===== config.mk =====
export PLATFORM = sky130hd
export DESIGN_NAME = sid_bus_arbiter
export DESIGN_NICKNAME = d
export VERILOG_FILES = /design/src/rtl/sid_pkg.sv /design/src/rtl/sid_wr_fifo.sv /design/src/rtl/sid_bus_arbiter.sv
export SDC_FILE = /design/constraint.sdc
export NUM_CORES = 1
export LEC_CHECK = 0
export ABC_CLOCK_PERIOD_IN_PS = 2300
export CORE_UTILIZATION = 46
export DETAILED_ROUTE_END_ITERATION = 12
export PLACE_DENSITY = 0.76
export SYNTH_ARGS = -nofsm -noshare
export SYNTH_HDL_FRONTEND = slang
export SYNTH_SLANG_ARGS = --single-unit

===== constraint.sdc =====
create_clock -name clk32 -period 2.3 [get_ports clk32]
set_clock_uncertainty 0.2 [all_clocks]
set_input_delay 0.575 -clock clk32 [delete_from_list [all_inputs] [get_ports clk32]]
set_output_delay 0.575 -clock clk32 [all_outputs]
set_load 0.02 [all_outputs]

===== src/rtl/sid_pkg.sv =====
// sid_pkg: shared definitions for the SID bus arbiter slice.
//   ADDR_W / DATA_W : SID register port widths
//   SID_REG_LAST    : highest implemented SID register address
//   sid_wr_t        : one queued register write {addr, data}
//   sid_state_t     : arbiter FSM state encoding
package sid_pkg;

    localparam int ADDR_W = 5;
    localparam int DATA_W = 8;

    localparam logic [ADDR_W-1:0] SID_REG_LAST = 5'h18;

    typedef struct packed {
        logic [ADDR_W-1:0] addr;
        logic [DATA_W-1:0] data;
    } sid_wr_t;

    typedef enum logic {
        ST_IDLE  = 1'b0,
        ST_CLEAR = 1'b1
    } sid_state_t;

endpackage


===== src/rtl/sid_wr_fifo.sv =====
// sid_wr_fifo: small synchronous FIFO of SID register writes.
//   clk32, reset_n   : clock, asynchronous active-low reset (flushes FIFO)
//   push, push_entry : write an entry (caller guarantees !full)
//   pop              : drop the head entry (caller guarantees !empty)
//   head_entry       : current head, valid whenever !empty
//   full, empty      : occupancy flags, derived from registered pointers
module sid_wr_fifo
    import sid_pkg::*;
#(
    parameter int DEPTH = 4
) (
    input  logic    clk32,
    input  logic    reset_n,
    input  logic    push,
    input  sid_wr_t push_entry,
    input  logic    pop,
    output sid_wr_t head_entry,
    output logic    full,
    output logic    empty
);

    localparam int AW = (DEPTH > 1) ? $clog2(DEPTH) : 1;

    sid_wr_t        mem [DEPTH];
    logic [AW:0]    wr_ptr_reg;
    logic [AW:0]    rd_ptr_reg;

    // Extra MSB on each pointer distinguishes full from empty when the
    // index bits match.
    assign empty = (wr_ptr_reg == rd_ptr_reg);
    assign full  = (wr_ptr_reg[AW] != rd_ptr_reg[AW]) &&
                   (wr_ptr_reg[AW-1:0] == rd_ptr_reg[AW-1:0]);

    assign head_entry = mem[rd_ptr_reg[AW-1:0]];

    always_ff @(posedge clk32) begin
        if (push) begin
            mem[wr_ptr_reg[AW-1:0]] <= push_entry;
        end
    end

    always_ff @(posedge clk32 or negedge reset_n) begin
        if (!reset_n) begin
            wr_ptr_reg <= '0;
            rd_ptr_reg <= '0;
        end else begin
            if (push) wr_ptr_reg <= wr_ptr_reg + 1'b1;
            if (pop)  rd_ptr_reg <= rd_ptr_reg + 1'b1;
        end
    end

endmodule


===== src/rtl/sid_bus_arbiter.sv =====
// sid_bus_arbiter: shares the SID register port between the CPU, a host
// write FIFO and a register clear sequencer.
//   clk32, reset_n                         : clock, async active-low reset
//   cpu_cs/cpu_we/cpu_addr/cpu_din         : CPU access, always wins, zero latency
//   cpu_dout                               : SID read data straight back to CPU
//   host_valid/host_ready/host_addr/host_data : host write push interface
//   clear_req/clear_busy/clear_done        : clear sequence control/status
//   sid_cs/sid_we/sid_addr/sid_din/sid_dout: SID register port
// Non-CPU writes are spaced at least GAP_CYCLES apart.
module sid_bus_arbiter
    import sid_pkg::*;
#(
    parameter int                FIFO_DEPTH = 4,
    parameter int                GAP_CYCLES = 32,
    parameter logic [ADDR_W-1:0] CLR_LAST   = SID_REG_LAST
) (
    input  logic              clk32,
    input  logic              reset_n,
    input  logic              cpu_cs,
    input  logic              cpu_we,
    input  logic [ADDR_W-1:0] cpu_addr,
    input  logic [DATA_W-1:0] cpu_din,
    output logic [DATA_W-1:0] cpu_dout,
    input  logic              host_valid,
    output logic              host_ready,
    input  logic [ADDR_W-1:0] host_addr,
    input  logic [DATA_W-1:0] host_data,
    input  logic              clear_req,
    output logic              clear_busy,
    output logic              clear_done,
    output logic              sid_cs,
    output logic              sid_we,
    output logic [ADDR_W-1:0] sid_addr,
    output logic [DATA_W-1:0] sid_din,
    input  logic [DATA_W-1:0] sid_dout
);

    localparam int GAP_W = (GAP_CYCLES > 1) ? $clog2(GAP_CYCLES) : 1;

    sid_state_t         state_reg;
    logic [ADDR_W-1:0]  clr_addr_reg;
    logic               clear_busy_reg;
    logic               clear_done_reg;
    logic [GAP_W-1:0]   gap_reg;

    sid_wr_t            head_entry;
    logic               fifo_full;
    logic               fifo_empty;
    logic               fifo_push;
    logic               fifo_pop;
    logic               src_avail;
    logic               arb_issue;
    logic [ADDR_W-1:0]  arb_addr;
    logic [DATA_W-1:0]  arb_data;

    // Ready comes from registered occupancy only, so a push into a full
    // FIFO is refused even if a pop happens in the same cycle.
    assign host_ready = !fifo_full;
    assign fifo_push  = host_valid && host_ready;

    sid_wr_fifo #(
        .DEPTH (FIFO_DEPTH)
    ) u_fifo (
        .clk32      (clk32),
        .reset_n    (reset_n),
        .push       (fifo_push),
        .push_entry ({host_addr, host_data}),
        .pop        (fifo_pop),
        .head_entry (head_entry),
        .full       (fifo_full),
        .empty      (fifo_empty)
    );

    // While clearing, the FIFO is held; it only drains from IDLE.
    assign src_avail = (state_reg == ST_CLEAR) || !fifo_empty;
    assign arb_issue = !cpu_cs && (gap_reg == '0) && src_avail;
    assign fifo_pop  = arb_issue && (state_reg == ST_IDLE);

    assign arb_addr = (state_reg == ST_CLEAR) ? clr_addr_reg : head_entry.addr;
    assign arb_data = (state_reg == ST_CLEAR) ? '0 : head_entry.data;

    assign cpu_dout   = sid_dout;
    assign clear_busy = clear_busy_reg;
    assign clear_done = clear_done_reg;

    always_comb begin
        sid_cs   = 1'b0;
        sid_we   = 1'b0;
        sid_addr = '0;
        sid_din  = '0;
        if (cpu_cs) begin
            sid_cs   = 1'b1;
            sid_we   = cpu_we;
            sid_addr = cpu_addr;
            sid_din  = cpu_din;
        end else if (arb_issue) begin
            sid_cs   = 1'b1;
            sid_we   = 1'b1;
            sid_addr = arb_addr;
            sid_din  = arb_data;
        end
    end

    // Loading GAP_CYCLES-1 on issue at t makes the counter reach zero at
    // t+GAP_CYCLES, the next cycle an arbiter write may go out.
    always_ff @(posedge clk32 or negedge reset_n) begin
        if (!reset_n) begin
            gap_reg <= '0;
        end else if (arb_issue) begin
            gap_reg <= GAP_W'(GAP_CYCLES - 1);
        end else if (gap_reg != '0) begin
            gap_reg <= gap_reg - 1'b1;
        end
    end

    always_ff @(posedge clk32 or negedge reset_n) begin
        if (!reset_n) begin
            state_reg      <= ST_IDLE;
            clr_addr_reg   <= '0;
            clear_busy_reg <= 1'b0;
            clear_done_reg <= 1'b0;
        end else begin
            clear_done_reg <= 1'b0;
            case (state_reg)
                ST_IDLE: begin
                    // A FIFO issue this same cycle still completes via fifo_pop.
                    if (clear_req) begin
                        state_reg      <= ST_CLEAR;
                        clr_addr_reg   <= '0;
                        clear_busy_reg <= 1'b1;
                    end
                end
                ST_CLEAR: begin
                    if (arb_issue) begin
                        clr_addr_reg <= clr_addr_reg + 1'b1;
                        if (clr_addr_reg == CLR_LAST) begin
                            state_reg      <= ST_IDLE;
                            clear_busy_reg <= 1'b0;
                            clear_done_reg <= 1'b1;
                        end
                    end
                end
                default: begin
                    state_reg      <= ST_IDLE;
                    clear_busy_reg <= 1'b0;
                end
            endcase
        end
    end

endmodule

# After elaboration in Yosys (flattened, before gate mapping)
# Memories as Yosys holds them, arrays and structs flattened.
# Index checks and enable logic that the tools add are counted.
# classes
add_sub_neg	4
n_eq_ne	7
n_mux	27
n_bitwise	1
n_reduce_logical	14
# ops
operator	count
5-bit 2-to-1 mux	7
8-bit 2-to-1 mux	3
1-bit 2-to-1 mux	14
5-bit one-hot mux with 2 select lines	1
3-bit by 1-bit adder with 3-bit output (second input constant)	2
5-bit by 1-bit adder with 5-bit output (second input constant)	1
5-bit equality test (second input constant)	1
1-bit logical AND	5
5-bit logical NOT	1
5-bit nonzero test	1
5-bit by 1-bit subtractor with 5-bit output (second input constant)	1
2-bit by 1-bit inequality test with 1-bit output (second input constant)	2
1-bit one-hot mux with 2 select lines	2
3-bit equality test	1
1-bit logical NOT	3
3-bit AND reduction	1
2-bit equality test	1
2-bit inequality test (second input constant)	1
2-bit AND reduction	1
2-bit nonzero test	1
1-bit logical OR	1
1-bit inequality test	1
1-bit NOT	1
# totals
register_bits	19
ram_bits	52
out_inout_bits	26
wordCells	61
n_memories	1
# mem_list
memory	depth	width	read_ports	rd_clocked_by_memory_dff	wr	line	source
u_fifo.mem	4	13	1	0	1	sid_wr_fifo.sv:24	sid_wr_t mem [DEPTH];

# Depth between registers and ports, before layout
# depth
depth_word	6
mapped_depth	8
depth_no_buf	6

# By module
# Synthesis repeated with hierarchy kept, for this count alone.
# hier_totals
cells_unflattened	220
area_unflattened_um2	3244.4
# by_module_without_submodules
module	n_inst	cells_per_inst	area_each_um2
sid_wr_fifo	1	99	2257.2
sid_bus_arbiter	1	121	987.2

# Least setup slack after synthesis
# Ideal clock, no wire load.
# synth_path
path_type	register -> output
start	register gap_reg[0]
end	output sid_addr[0]
t_arrival_ps	2034
path_slack_ps	-509
path_stages_with_launch	8
path_buffers	1
path_cell_list	dfrtp_1 inv_1 ha_1 or4b_1 buf_4 nor2_8 nand2_2 o31ai_1
# synth_via
elab_chain_len	5
# synth_rtl
element	line	source
from (decl)	sid_bus_arbiter.sv:44	logic [GAP_W-1:0] gap_reg;
from (signal assigned)	sid_bus_arbiter.sv:110	gap_reg <= GAP_W'(GAP_CYCLES - 1);
from (signal assigned)	sid_bus_arbiter.sv:112	gap_reg <= gap_reg - 1'b1;
5-bit logical NOT	sid_bus_arbiter.sv:76	assign arb_issue = !cpu_cs && (gap_reg == '0) && src_avail;
1-bit logical AND (2 in a row)	sid_bus_arbiter.sv:76	
5-bit 2-to-1 mux	sid_bus_arbiter.sv:96	end else if (arb_issue) begin
5-bit 2-to-1 mux	sid_bus_arbiter.sv:91	if (cpu_cs) begin
to (decl)	sid_bus_arbiter.sv:33	output logic [ADDR_W-1:0] sid_addr,
# No other way between the ends.

# Final worst setup path
# layout_path
start	register gap_reg[0]
end	output sid_din[0]
# layout_via
elab_chain_len	5
# layout_rtl
element	line	source
5-bit logical NOT	sid_bus_arbiter.sv:76	
1-bit logical AND (2 in a row)	sid_bus_arbiter.sv:76	
8-bit 2-to-1 mux	sid_bus_arbiter.sv:96	
8-bit 2-to-1 mux	sid_bus_arbiter.sv:91	
to (decl)	sid_bus_arbiter.sv:34	output logic [DATA_W-1:0] sid_din,
# No other way between the ends.

==> metrics <==
routed vias=2154; Final Power=4.15 mW; WS Path Type=reg -> out; synth warn=0; Final Cycle Share=127%; Hold Slack=0.327 ns; Die H=85.2 um; CTS Buffer Depth=2; Reg2Reg Depth=7; area grow syn2layout=44.9%; Final Hold Fails=0; Final WS setup=-0.616 ns; WHS Path Cells=2; drt first pass iters=4; worst skew pair latency=0.35 ns; largest stage delay on the critical path=0.51 ns; placer's final routability congestion estimate=0.827; Hold Crit Class=reg -> reg; Gate Count Post-Synth=between 200 and 250; Fmax achieved=343 MHz; HPWL Detailed=~4600 um; share of the synthesized area in the top cell type=49.0%; grt ovf=0; dominant cell type by area after synthesis=edfxtp_1; Worst Setup End Kind=primary output; WHS Endpoint=clear_busy$_DFFE_PN0P_; first-pass GRT wire length=11200 um; number of nets in the layout=364; final non-filler cell total=397; worst-path cell chain=inv_1 -> ha_2 -> or4b_4 -> nor2_8 -> and2_4 -> a22o_4 -> buf_6; total clock buffers created by CTS=9; slowest CP cell=or4b_4; R2R Path End=u_fifo.rd_ptr_reg[1]$_DFFE_PN0P_; main area contributors after synthesis=edfxtp_1, dfrtp_1, mux4_2; worst hold path startpoint=clear_busy$_DFFE_PN0P_; Placed Cells incl. Taps=374; pin count of the biggest net entering global routing=20; H-tree lvl count=3; drt wl/cell=~18 um; worst reg2reg setup slack=0.07 ns; routed wire length=7060 um; crit-path max FO=5; clock sink count=71; placed instance area=4210 um2; post-route ant nets=0; Overall Global Routing Usage=21.5%; sequential area share after synthesis=63.9%; number of antenna diodes=0; vias in the first global route=2281; post-DR vias/cell=5.43; Synth Flop Type=edfxtp_1; clock slew at reported path FFs=0.08 ns; max reg flops=52; Mapped Area=3190 um2; Critical Path RT=1.52 ns; Iter 0 DRT Violations=144; row count=29; # IOs=66; P per Cell Area=898 nW/um2; Tightest Pin Transition=0.477 ns; slew margin rel.=between 60% and 70%; Finished Cell Area=4620 um2; CTS tree=yes; Hold-fix buffers, CTS=0; Final min period=2.92 ns; initial antenna violation count=0; die area=7270 um2; FF+latch count, synth=71; unrepaired setup endpoints after global routing=true; Worst setup SP type=flop; worst r2r src=gap_reg[0]$_DFFE_PN0P_; outcome=finished, violations left; Setup violations, final=15; CP arrival=2.14 ns; Net Count, Synth=269; clock root cell=clkbuf_8; Synth Area per Inst=14.4 um2; # Max-Cap Violations=0; initial core utilization=48.8%; Yosys cell types=42; Async S/R FF share, synth=26.8%; Final TNS setup=-8.33 ns; proportion of layout cells with a drive suffix above 1=38.8%; residual DRC count=0; failing checks=setup timing; Max VDD drop=0.522 mV; # port buffers=between 40 and 50; Chip Width=between 80 and 90 um; core area=6530 um2; Final Max Tran Viols=0; Lkg Pwr=1.80 nW; Post-synth EDFFs=52
critical path: cells and delay by family (launching register included):
family,cells,cell delay (ns)
flip-flops,1,0.38
AO/OA/AOI/OAI,1,0.14
buffers and inverters,2,0.17
adder cells (fa/ha/maj),1,0.17
AND/OR/NAND/NOR,3,0.92
worst max path at each step:
stage,cells past startpoint,slack (ns),from,endpoint
6_report,7,-0.62,gap_reg[0]$_DFFE_PN0P_,sid_din[0]
5_1_grt,7,-0.70,gap_reg[1]$_DFFE_PN0P_,sid_din[0]
4_1_cts,7,-0.65,gap_reg[0]$_DFFE_PN0P_,sid_din[0]
3_5_place_dp,5,-0.84,cpu_cs,sid_addr[4]
3_3_place_gp,5,-0.79,cpu_cs,sid_addr[4]
2_1_floorplan,8,-0.23,gap_reg[0]$_DFFE_PN0P_,sid_din[0]
power by group:
part | switching (mW) | internal (mW)
Clock | 0.473 | 0.606
Sequential | 0.104 | 1.67
Combinational | 0.626 | 0.667
synth_stat cells (3+ instances only):
master     instances
clkbuf_1           3
mux4_2             8
o22ai_1            5
xor2_1             5
ha_1               8
mux2_2             5
o21ai_0            3
a21oi_1            4
edfxtp_1          52
inv_1              9
and2_1             4
nand3_1           12
o31ai_1            5
xnor2_1            5
buf_4              9
nor2_1             3
a2111oi_0          5
dfrtp_1           19
nand4_1            3
nor2b_1            5
nand2_1           17
a22o_1             8
metrics by stage:
stage                     setup WS (ns)  util (%)
after floorplan                  -0.228         -
after global routing             -0.695      70.7
final                            -0.616      70.7
after global placement           -0.788      64.5
after CTS                        -0.652      69.9
after detailed placement         -0.841      64.5
repair_timing:
action | CTS | global route
pin swaps | 8 | 4
setup endpoints to repair | 16 | 17
cloned | 1 | 0
resized for setup | 113 | 8
buffers inserted | 6 | 3
area by class of cell:
class                   count  area [um2]
fillers                   448        1910
clock inverters             5        83.8
well taps                  77        96.3
inverters                  10        37.5
clock buffers              10         128
flip-flops and latches     71        2040
multi-input cells         124        1250
repair buffers            100         985
cell families (layout without fill, tap and decap cells):
kind of cell	Yosys count	after routing	synth area share (%)
flops	71	71	63.9
simple gates	56	57	10.0
compound gates	35	35	7.85
buf+inv	27	125	4.55
mux	14	14	7.77
xor+xnor	10	10	2.75
fa+ha+maj	8	8	3.14
cell usage in the layout (no fill, tap or decap), types with 3 or more instances in the layout:
cell / synthesis / layout
edfxtp_1: 52 / 52
buf_4: 9 / 39
clkdlybuf4s50_1: 0 / 32
buf_6: 1 / 22
dfrtp_1: 19 / 19
nand2_1: 17 / 14
nand3_1: 12 / 11
inv_1: 9 / 9
clkbuf_8: 0 / 9
mux4_2: 8 / 8
a22o_4: 0 / 8
ha_1: 8 / 7
nor2b_1: 5 / 5
mux2_2: 5 / 5
o22ai_1: 5 / 5
o31ai_4: 0 / 5
buf_12: 0 / 5
a2111oi_0: 5 / 4
and2_1: 4 / 4
a21oi_1: 4 / 4
xor2_1: 5 / 4
xnor2_1: 5 / 3
nand4_1: 3 / 3
nor2_1: 3 / 3
o21ai_0: 3 / 3
layer usage:
metal	global-route usage (%)	vias to the layer above	wire [um]
li1	-	1018	-
met1	24.7	1060	2930
met2	37.7	62	3690
met3	6.42	14	344
met4	8.47	0	99
met5	0	-	0
No activity file was read; power rests on OpenSTA's default activity.
